--- src/rtl/muldiv_seq_pkg.sv ---
// Shared encodings for the multiply/divide sequencer: request opcodes,
// sequencer states and the step mode of the iteration datapath.
package muldiv_seq_pkg;

  localparam int MD_WIDTH = 32;

  typedef enum logic [2:0] {
    MD_OP_MULT  = 3'd0,
    MD_OP_MULTU = 3'd1,
    MD_OP_DIV   = 3'd2,
    MD_OP_DIVU  = 3'd3,
    MD_OP_MTHI  = 3'd4,
    MD_OP_MTLO  = 3'd5
  } md_op_e;

  typedef enum logic [1:0] {
    MD_IDLE = 2'd0,
    MD_RUN  = 2'd1,
    MD_FIX  = 2'd2
  } md_state_e;

  typedef enum logic {
    MD_MODE_MUL = 1'b0,
    MD_MODE_DIV = 1'b1
  } md_mode_e;

endpackage

--- src/rtl/muldiv_seq_iter.sv ---
// Single combinational step of the sequencer datapath.
// Multiply: part holds {upper accumulator, remaining multiplier bits}; add the
// multiplicand when the current multiplier LSB is set, then shift right.
// Divide: part holds {partial remainder, remaining dividend bits}; shift left
// one bit, subtract the divisor when it fits, and emit the quotient bit.
module muldiv_iter
  import muldiv_seq_pkg::*;
#(
  parameter int WIDTH = MD_WIDTH
) (
  input  logic               mode_i,
  input  logic [2*WIDTH-1:0] part_i,
  input  logic [WIDTH-1:0]   opnd_i,
  output logic [2*WIDTH-1:0] part_o,
  output logic               qbit_o
);

  logic [WIDTH:0]   sum;
  logic [WIDTH:0]   shifted;
  logic             fits;
  logic [WIDTH-1:0] rem_next;

  // One shift-add or restoring-subtract step, selected by mode.
  always_comb begin
    sum      = {1'b0, part_i[2*WIDTH-1:WIDTH]} + (part_i[0] ? {1'b0, opnd_i} : '0);
    shifted  = {part_i[2*WIDTH-1:WIDTH], part_i[WIDTH-1]};
    fits     = (shifted >= {1'b0, opnd_i});
    // The remainder after a successful subtract is below the divisor, so the
    // low WIDTH bits of the difference are exact.
    rem_next = fits ? (shifted[WIDTH-1:0] - opnd_i) : shifted[WIDTH-1:0];
    part_o   = {sum, part_i[WIDTH-1:1]};
    qbit_o   = 1'b0;
    if (mode_i == MD_MODE_DIV) begin
      part_o = {rem_next, part_i[WIDTH-2:0], 1'b0};
      qbit_o = fits;
    end
  end

endmodule

--- src/rtl/muldiv_seq.sv ---
// Iterative multiply/divide sequencer owning the HI/LO register pair.
// Operands are reduced to magnitudes on accept, iterated 32 times through
// muldiv_iter, then sign-corrected and written to HI/LO in one fix-up cycle.
//
// state   | meaning
// MD_IDLE | waiting for a request; mthi/mtlo complete directly from here
// MD_RUN  | one multiply or divide step per cycle, 32 steps
// MD_FIX  | sign correction, HI/LO write, done pulse
module muldiv_seq
  import muldiv_seq_pkg::*;
#(
  parameter int WIDTH = MD_WIDTH
) (
  input  logic             clk_cpu_i,
  input  logic             reset_i,
  input  logic             start_i,
  input  logic [2:0]       op_i,
  input  logic [WIDTH-1:0] rs_i,
  input  logic [WIDTH-1:0] rt_i,
  input  logic             abort_i,
  input  logic             read_req_i,
  output logic             accept_o,
  output logic             busy_o,
  output logic             done_o,
  output logic             stall_o,
  output logic [WIDTH-1:0] hi_o,
  output logic [WIDTH-1:0] lo_o
);

  localparam int CNT_W = $clog2(WIDTH) + 1;

  md_state_e          state_q, state_d;
  logic [CNT_W-1:0]   cnt_q, cnt_d;
  logic [2*WIDTH-1:0] acc_q, acc_d;
  logic [WIDTH-1:0]   opnd_q, opnd_d;
  md_mode_e           mode_q, mode_d;
  logic               neg_res_q, neg_res_d;
  logic               neg_a_q, neg_a_d;
  logic               div0_q, div0_d;
  logic [WIDTH-1:0]   hi_q, hi_d;
  logic [WIDTH-1:0]   lo_q, lo_d;
  logic               busy_q, busy_d;
  logic               done_q, done_d;

  logic               signed_op;
  logic               rs_neg, rt_neg;
  logic [WIDTH-1:0]   rs_mag, rt_mag;
  logic [2*WIDTH-1:0] iter_part;
  logic               iter_qbit;
  logic [2*WIDTH-1:0] prod_fix;
  logic [WIDTH-1:0]   quo_fix, rem_fix;

  // Only mult/div look at operand signs; multu/divu treat them as magnitudes.
  assign signed_op = (op_i == MD_OP_MULT) || (op_i == MD_OP_DIV);
  assign rs_neg    = signed_op & rs_i[WIDTH-1];
  assign rt_neg    = signed_op & rt_i[WIDTH-1];
  assign rs_mag    = rs_neg ? -rs_i : rs_i;
  assign rt_mag    = rt_neg ? -rt_i : rt_i;

  assign prod_fix  = neg_res_q ? -acc_q : acc_q;
  assign quo_fix   = neg_res_q ? -acc_q[WIDTH-1:0] : acc_q[WIDTH-1:0];
  // Remainder follows the dividend's sign; for a zero divisor this also
  // rebuilds the raw dividend, since the remainder equals its magnitude.
  assign rem_fix   = neg_a_q ? -acc_q[2*WIDTH-1:WIDTH] : acc_q[2*WIDTH-1:WIDTH];

  muldiv_iter #(.WIDTH(WIDTH)) u_iter (
    .mode_i (mode_q),
    .part_i (acc_q),
    .opnd_i (opnd_q),
    .part_o (iter_part),
    .qbit_o (iter_qbit)
  );

  // Next-state, datapath and HI/LO update; abort overrides any in-flight work.
  always_comb begin
    state_d   = state_q;
    cnt_d     = cnt_q;
    acc_d     = acc_q;
    opnd_d    = opnd_q;
    mode_d    = mode_q;
    neg_res_d = neg_res_q;
    neg_a_d   = neg_a_q;
    div0_d    = div0_q;
    hi_d      = hi_q;
    lo_d      = lo_q;
    busy_d    = busy_q;
    done_d    = 1'b0;

    case (state_q)
      MD_IDLE: begin
        if (start_i && !abort_i) begin
          case (op_i)
            MD_OP_MULT, MD_OP_MULTU: begin
              state_d   = MD_RUN;
              busy_d    = 1'b1;
              cnt_d     = '0;
              mode_d    = MD_MODE_MUL;
              acc_d     = {{WIDTH{1'b0}}, rt_mag};
              opnd_d    = rs_mag;
              neg_res_d = rs_neg ^ rt_neg;
              neg_a_d   = rs_neg;
              div0_d    = 1'b0;
            end
            MD_OP_DIV, MD_OP_DIVU: begin
              state_d   = MD_RUN;
              busy_d    = 1'b1;
              cnt_d     = '0;
              mode_d    = MD_MODE_DIV;
              acc_d     = {{WIDTH{1'b0}}, rs_mag};
              opnd_d    = rt_mag;
              neg_res_d = rs_neg ^ rt_neg;
              neg_a_d   = rs_neg;
              div0_d    = (rt_i == '0);
            end
            MD_OP_MTHI: hi_d = rs_i;
            MD_OP_MTLO: lo_d = rs_i;
            default: ;
          endcase
        end
      end
      MD_RUN: begin
        acc_d = iter_part | {{(2*WIDTH-1){1'b0}}, iter_qbit};
        cnt_d = cnt_q + 1'b1;
        if (cnt_d == CNT_W'(WIDTH)) state_d = MD_FIX;
      end
      MD_FIX: begin
        state_d = MD_IDLE;
        busy_d  = 1'b0;
        done_d  = 1'b1;
        if (mode_q == MD_MODE_MUL) begin
          hi_d = prod_fix[2*WIDTH-1:WIDTH];
          lo_d = prod_fix[WIDTH-1:0];
        end else if (div0_q) begin
          hi_d = rem_fix;
          lo_d = '1;
        end else begin
          hi_d = rem_fix;
          lo_d = quo_fix;
        end
      end
      default: begin
        state_d = MD_IDLE;
        busy_d  = 1'b0;
      end
    endcase

    if (abort_i && (state_q != MD_IDLE)) begin
      state_d = MD_IDLE;
      busy_d  = 1'b0;
      done_d  = 1'b0;
      hi_d    = hi_q;
      lo_d    = lo_q;
    end
  end

  // State and datapath registers with synchronous reset.
  always_ff @(posedge clk_cpu_i) begin
    if (reset_i) begin
      state_q   <= MD_IDLE;
      cnt_q     <= '0;
      acc_q     <= '0;
      opnd_q    <= '0;
      mode_q    <= MD_MODE_MUL;
      neg_res_q <= 1'b0;
      neg_a_q   <= 1'b0;
      div0_q    <= 1'b0;
      hi_q      <= '0;
      lo_q      <= '0;
      busy_q    <= 1'b0;
      done_q    <= 1'b0;
    end else begin
      state_q   <= state_d;
      cnt_q     <= cnt_d;
      acc_q     <= acc_d;
      opnd_q    <= opnd_d;
      mode_q    <= mode_d;
      neg_res_q <= neg_res_d;
      neg_a_q   <= neg_a_d;
      div0_q    <= div0_d;
      hi_q      <= hi_d;
      lo_q      <= lo_d;
      busy_q    <= busy_d;
      done_q    <= done_d;
    end
  end

  // An abort in the same cycle cancels the request, so it is not accepted.
  assign accept_o = start_i & ~busy_q & ~abort_i;
  assign stall_o  = busy_q & (read_req_i | start_i);
  assign busy_o   = busy_q;
  assign done_o   = done_q;
  assign hi_o     = hi_q;
  assign lo_o     = lo_q;

endmodule

--- config.mk ---
export PLATFORM = sky130hd
export DESIGN_NAME = muldiv_seq
export DESIGN_NICKNAME = d
export VERILOG_FILES = /design/src/rtl/muldiv_seq_pkg.sv /design/src/rtl/muldiv_seq_iter.sv /design/src/rtl/muldiv_seq.sv
export SDC_FILE = /design/constraint.sdc
export NUM_CORES = 1
export LEC_CHECK = 0
export CAP_MARGIN = 20
export CORE_UTILIZATION = 53
export CTS_BUF_LIST = sky130_fd_sc_hd__clkbuf_8
export CTS_CLUSTER_DIAMETER = 200
export DETAILED_ROUTE_END_ITERATION = 8
export PLACE_DENSITY = 0.86
export SLEW_MARGIN = 0
export SYNTH_ARGS = -nofsm -noshare
export SYNTH_HDL_FRONTEND = slang
export SYNTH_HIERARCHICAL = 1
export SYNTH_SLANG_ARGS = --single-unit
export TNS_END_PERCENT = 50
--- constraint.sdc ---
create_clock -name clk_cpu_i -period 7 [get_ports clk_cpu_i]
set_clock_uncertainty 0.15 [all_clocks]
set_input_delay 1.05 -clock clk_cpu_i [delete_from_list [all_inputs] [get_ports clk_cpu_i]]
set_output_delay 1.05 -clock clk_cpu_i [all_outputs]
set_load 0.01 [all_outputs]
==> out/metrics.cfg <==
[run_status]
outcome = completed

[clock_network]
cts_hold_buf = 0
path_clk_slew_ps = 110
post_cts_buffers = 0
cts_resized = 0
clockBufferDepth = 2
htreeDepth = 4
cts.sinks = 174
cts_tree = yes
clockRootBuffer = clkbuf_8
clk_latency_ps = 490
numCtsBuffers = 17

[cells_and_area]
syn_to_final_growth_pct = 12.83
layout_commonest_cell = nor2_1
num-fill-cells = 2575
drive_above_1_share_pct = 6.505
fin_util_pct = 60.66
nets = 2190
layout_common_cells = nor2_1, nand2_1, dfxtp_1

[die]
dieWidth_um = 169.9
core_area_sq_um = 27780
num_rows = 61
die_h_um = 169.9
start_util_pct = 53.77
dieArea_sq_um = 28860
ios = 140

[synth]
synthSimpleGateAreaFrac_pct = 21.93
synth_edf_count = 0
synth-xor-area-share_pct = 9.851
ys_async_sr_fraction_pct = 0
netlist_instances = 1994
yosys.area.top_type_share_pct = 23.32
synth_cell_types = 91
synth_mux_area_share_pct = 4.389
synth_top_family_by_area = compound AO/OA/AOI/OAI gates
synth_area_leaders = dfxtp_1, xnor2_1, ha_1, a21oi_1, nor2_1
synth_ff_type = dfxtp_1
synth_warnings = 6
syn_nets = 2137
synthAdderAreaFrac_pct = 6.048
synth_area_sq_um = 14940
synth_compound_area_share_pct = 28.74
yosys_register_bits = 174
seq_area_frac_synth_pct = 23.32
avgSynthCellArea_sq_um = 7.491
yosysTopAreaCell = dfxtp_1

[setup_path]
crit_path_max_incr_delay_ps = 620
startpoint_type = register
cp_max_fo = 27
critPathSlowestCell = dfxtp_1
crit_path_cell_trace = ha_1 > a21oi_1 > o21ai_0 > or3_4 > a2111oi_4 > or4b_1 > nand3_2 > buf_4 > and2_1 > nor3_1 > a211oi_1 > a21oi_1 > nor2_1
worst-path-buf-inv = 1
cpMostUsedCell = a21oi_1
worstSetupPathType = register to register
path_delay_family = simple AND/OR/NAND/NOR gates
cp-end-kind = register
worstPathRequired_ps = 7220
worstPathArrival_ps = 4640

[timing]
max_freq_mhz = 226.3
max_slew_margin_pct = 28.01
hold_viol = 0
finalSetupViolCount = 0
fin_crit_ps = 4419
tns_ps = 0
timing.final.crit_share_pct = 63.13
tightest_slew_ps = 1080
maxSlewViolCount = 0
rsz0062_at_grt = false
hold_slack_ps = 291.9

[placed_design]
globalplace.congestion = 1.034
hpwlAfterDp_mm = 41.30
portBuffers = 139

[detailed_routing]
ant_nets = 0
firstDrtPassIters = 9
vias_per_cell = 6.752
wl_per_cell_um = 22.85
drt-initial-drc-count = 2120
wirelength_mm = 55.73
dr_total_vias = 16470
drc = 0

[global_routing]
grt_util_met2_pct = 59.69
grt_pass1_wl_mm = 84.86
antenna_found_initial = 3
overflow = 0
grtUsageMet3_pct = 8.512
grt_max_degree = 69
met1_usage_pct = 47.22
grt_pass1_vias = 15350
top_usage_layer = met2
grt_usage_pct = 38.03

[pwr]
p_per_area_nw_per_um2 = 153.5
ir_worst_vdd_v = 0.0001145
p_leak_uw = 0.006709

[min_path]
hold_class = register to register

[flow_run]
drv_cap = 0

-- layout make-up --
| class | instances | area (sq um) | area share (%) |
|---|---|---|---|
| repair buffers | 160 | 1550 | 9.198 |
| multi-input cells | 1621 | 10650 | 63.21 |
| diodes | 1 | 2.502 | 0.01485 |
| flip-flops and latches | 174 | 3487 | 20.69 |
| well taps | 378 | 473.0 | 2.806 |
| clock buffers | 18 | 247.7 | 1.470 |
| inverters | 73 | 274.0 | 1.626 |
| clock inverters | 14 | 165.2 | 0.9800 |
-- stage by stage --
stage / cell area (sq um) / power [uW] / setup WS (ps) / cells
2_1_floorplan: 14940 / 1573 / 3655 / 1994
3_3_place_gp: 16410 / 1794 / 2730 / 2403
3_5_place_dp: 16420 / 1802 / 2669 / 2404
4_1_cts: 16830 / 2554 / 2704 / 2436
5_1_grt: 16850 / 2677 / 2490 / 2438
6_report: 16850 / 2587 / 2581 / 2439
-- path summary, 6_finish.rpt --
check	from	to	slack, ps	cells past startpoint
min	lo_o[28]$_SDFFE_PP0P_	lo_o[28]$_SDFFE_PP0P_	290	2
max reg2reg	acc_q[47]$_SDFFE_PP0P_	acc_q[0]$_SDFFE_PP0P_	2580	13
min reg2reg	lo_o[28]$_SDFFE_PP0P_	lo_o[28]$_SDFFE_PP0P_	290	2
max	acc_q[47]$_SDFFE_PP0P_	acc_q[0]$_SDFFE_PP0P_	2580	13
-- worst min-delay path, delay by kind of cell, from the launching register on --
| kind | cells | cell delay [ps] |
|---|---|---|
| DFF | 1 | 320 |
| and+or+nand+nor | 2 | 90 |
-- per-layer routing --
| metal | up-vias | wire (um) |
|---|---|---|
| li1 | 7439 | - |
| met1 | 7700 | 21370 |
| met2 | 1069 | 24700 |
| met3 | 254 | 6069 |
| met4 | 6 | 3523 |
| met5 | - | 70 |
-- cells in the mapped netlist (6+ instances only) --
cell / n
a21o_1: 49
xnor2_1: 105
nor2_1: 199
nand3_1: 33
mux2i_1: 25
o31ai_1: 21
o211ai_1: 20
clkbuf_1: 101
a222oi_1: 14
buf_2: 7
and2_1: 38
o41ai_1: 10
and3_1: 16
nand2_1: 192
o21a_1: 11
a22oi_1: 44
or2_2: 8
a221oi_1: 27
nor4_1: 22
inv_1: 72
or4_1: 11
o21ai_0: 129
a21boi_0: 6
o221ai_1: 28
or3_1: 21
nand4_1: 15
a211oi_1: 30
mux2_2: 35
nor3_1: 49
o22ai_1: 14
o21ai_1: 7
o21bai_1: 7
ha_1: 69
nand2b_1: 17
nor2b_1: 13
a31oi_1: 20
a21oi_1: 164
dfxtp_1: 174
xor2_1: 63
-- state kept, by name (all words and copies together), names as in the netlist --
| name | flops |
|---|---|
| done_o | 1 |
| acc_q | 64 |
| neg_a_q | 1 |
| div0_q | 1 |
| lo_o | 32 |
| mode_q | 1 |
| cnt_q | 6 |
| opnd_q | 32 |
| neg_res_q | 1 |
| busy_o | 1 |
| state_q | 2 |
| hi_o | 32 |
-- report_power, final --
part | internal, uW | switching [uW]
Combinational | 290 | 474
Sequential | 1010 | 40.8
Clock | 312 | 458
Total | 1610 | 972
-- cells by family (layout without fill, tap and decap cells) --
logic type      count (synthesis)  count (layout)
other cells                     0               1
compound gates                649             649
flops                         174             174
simple gates                  672             672
fa+ha+maj                      71              71
xor+xnor                      168             168
mux                            61              61
buf+inv                       199             265
(Power assumes the default switching activity.)
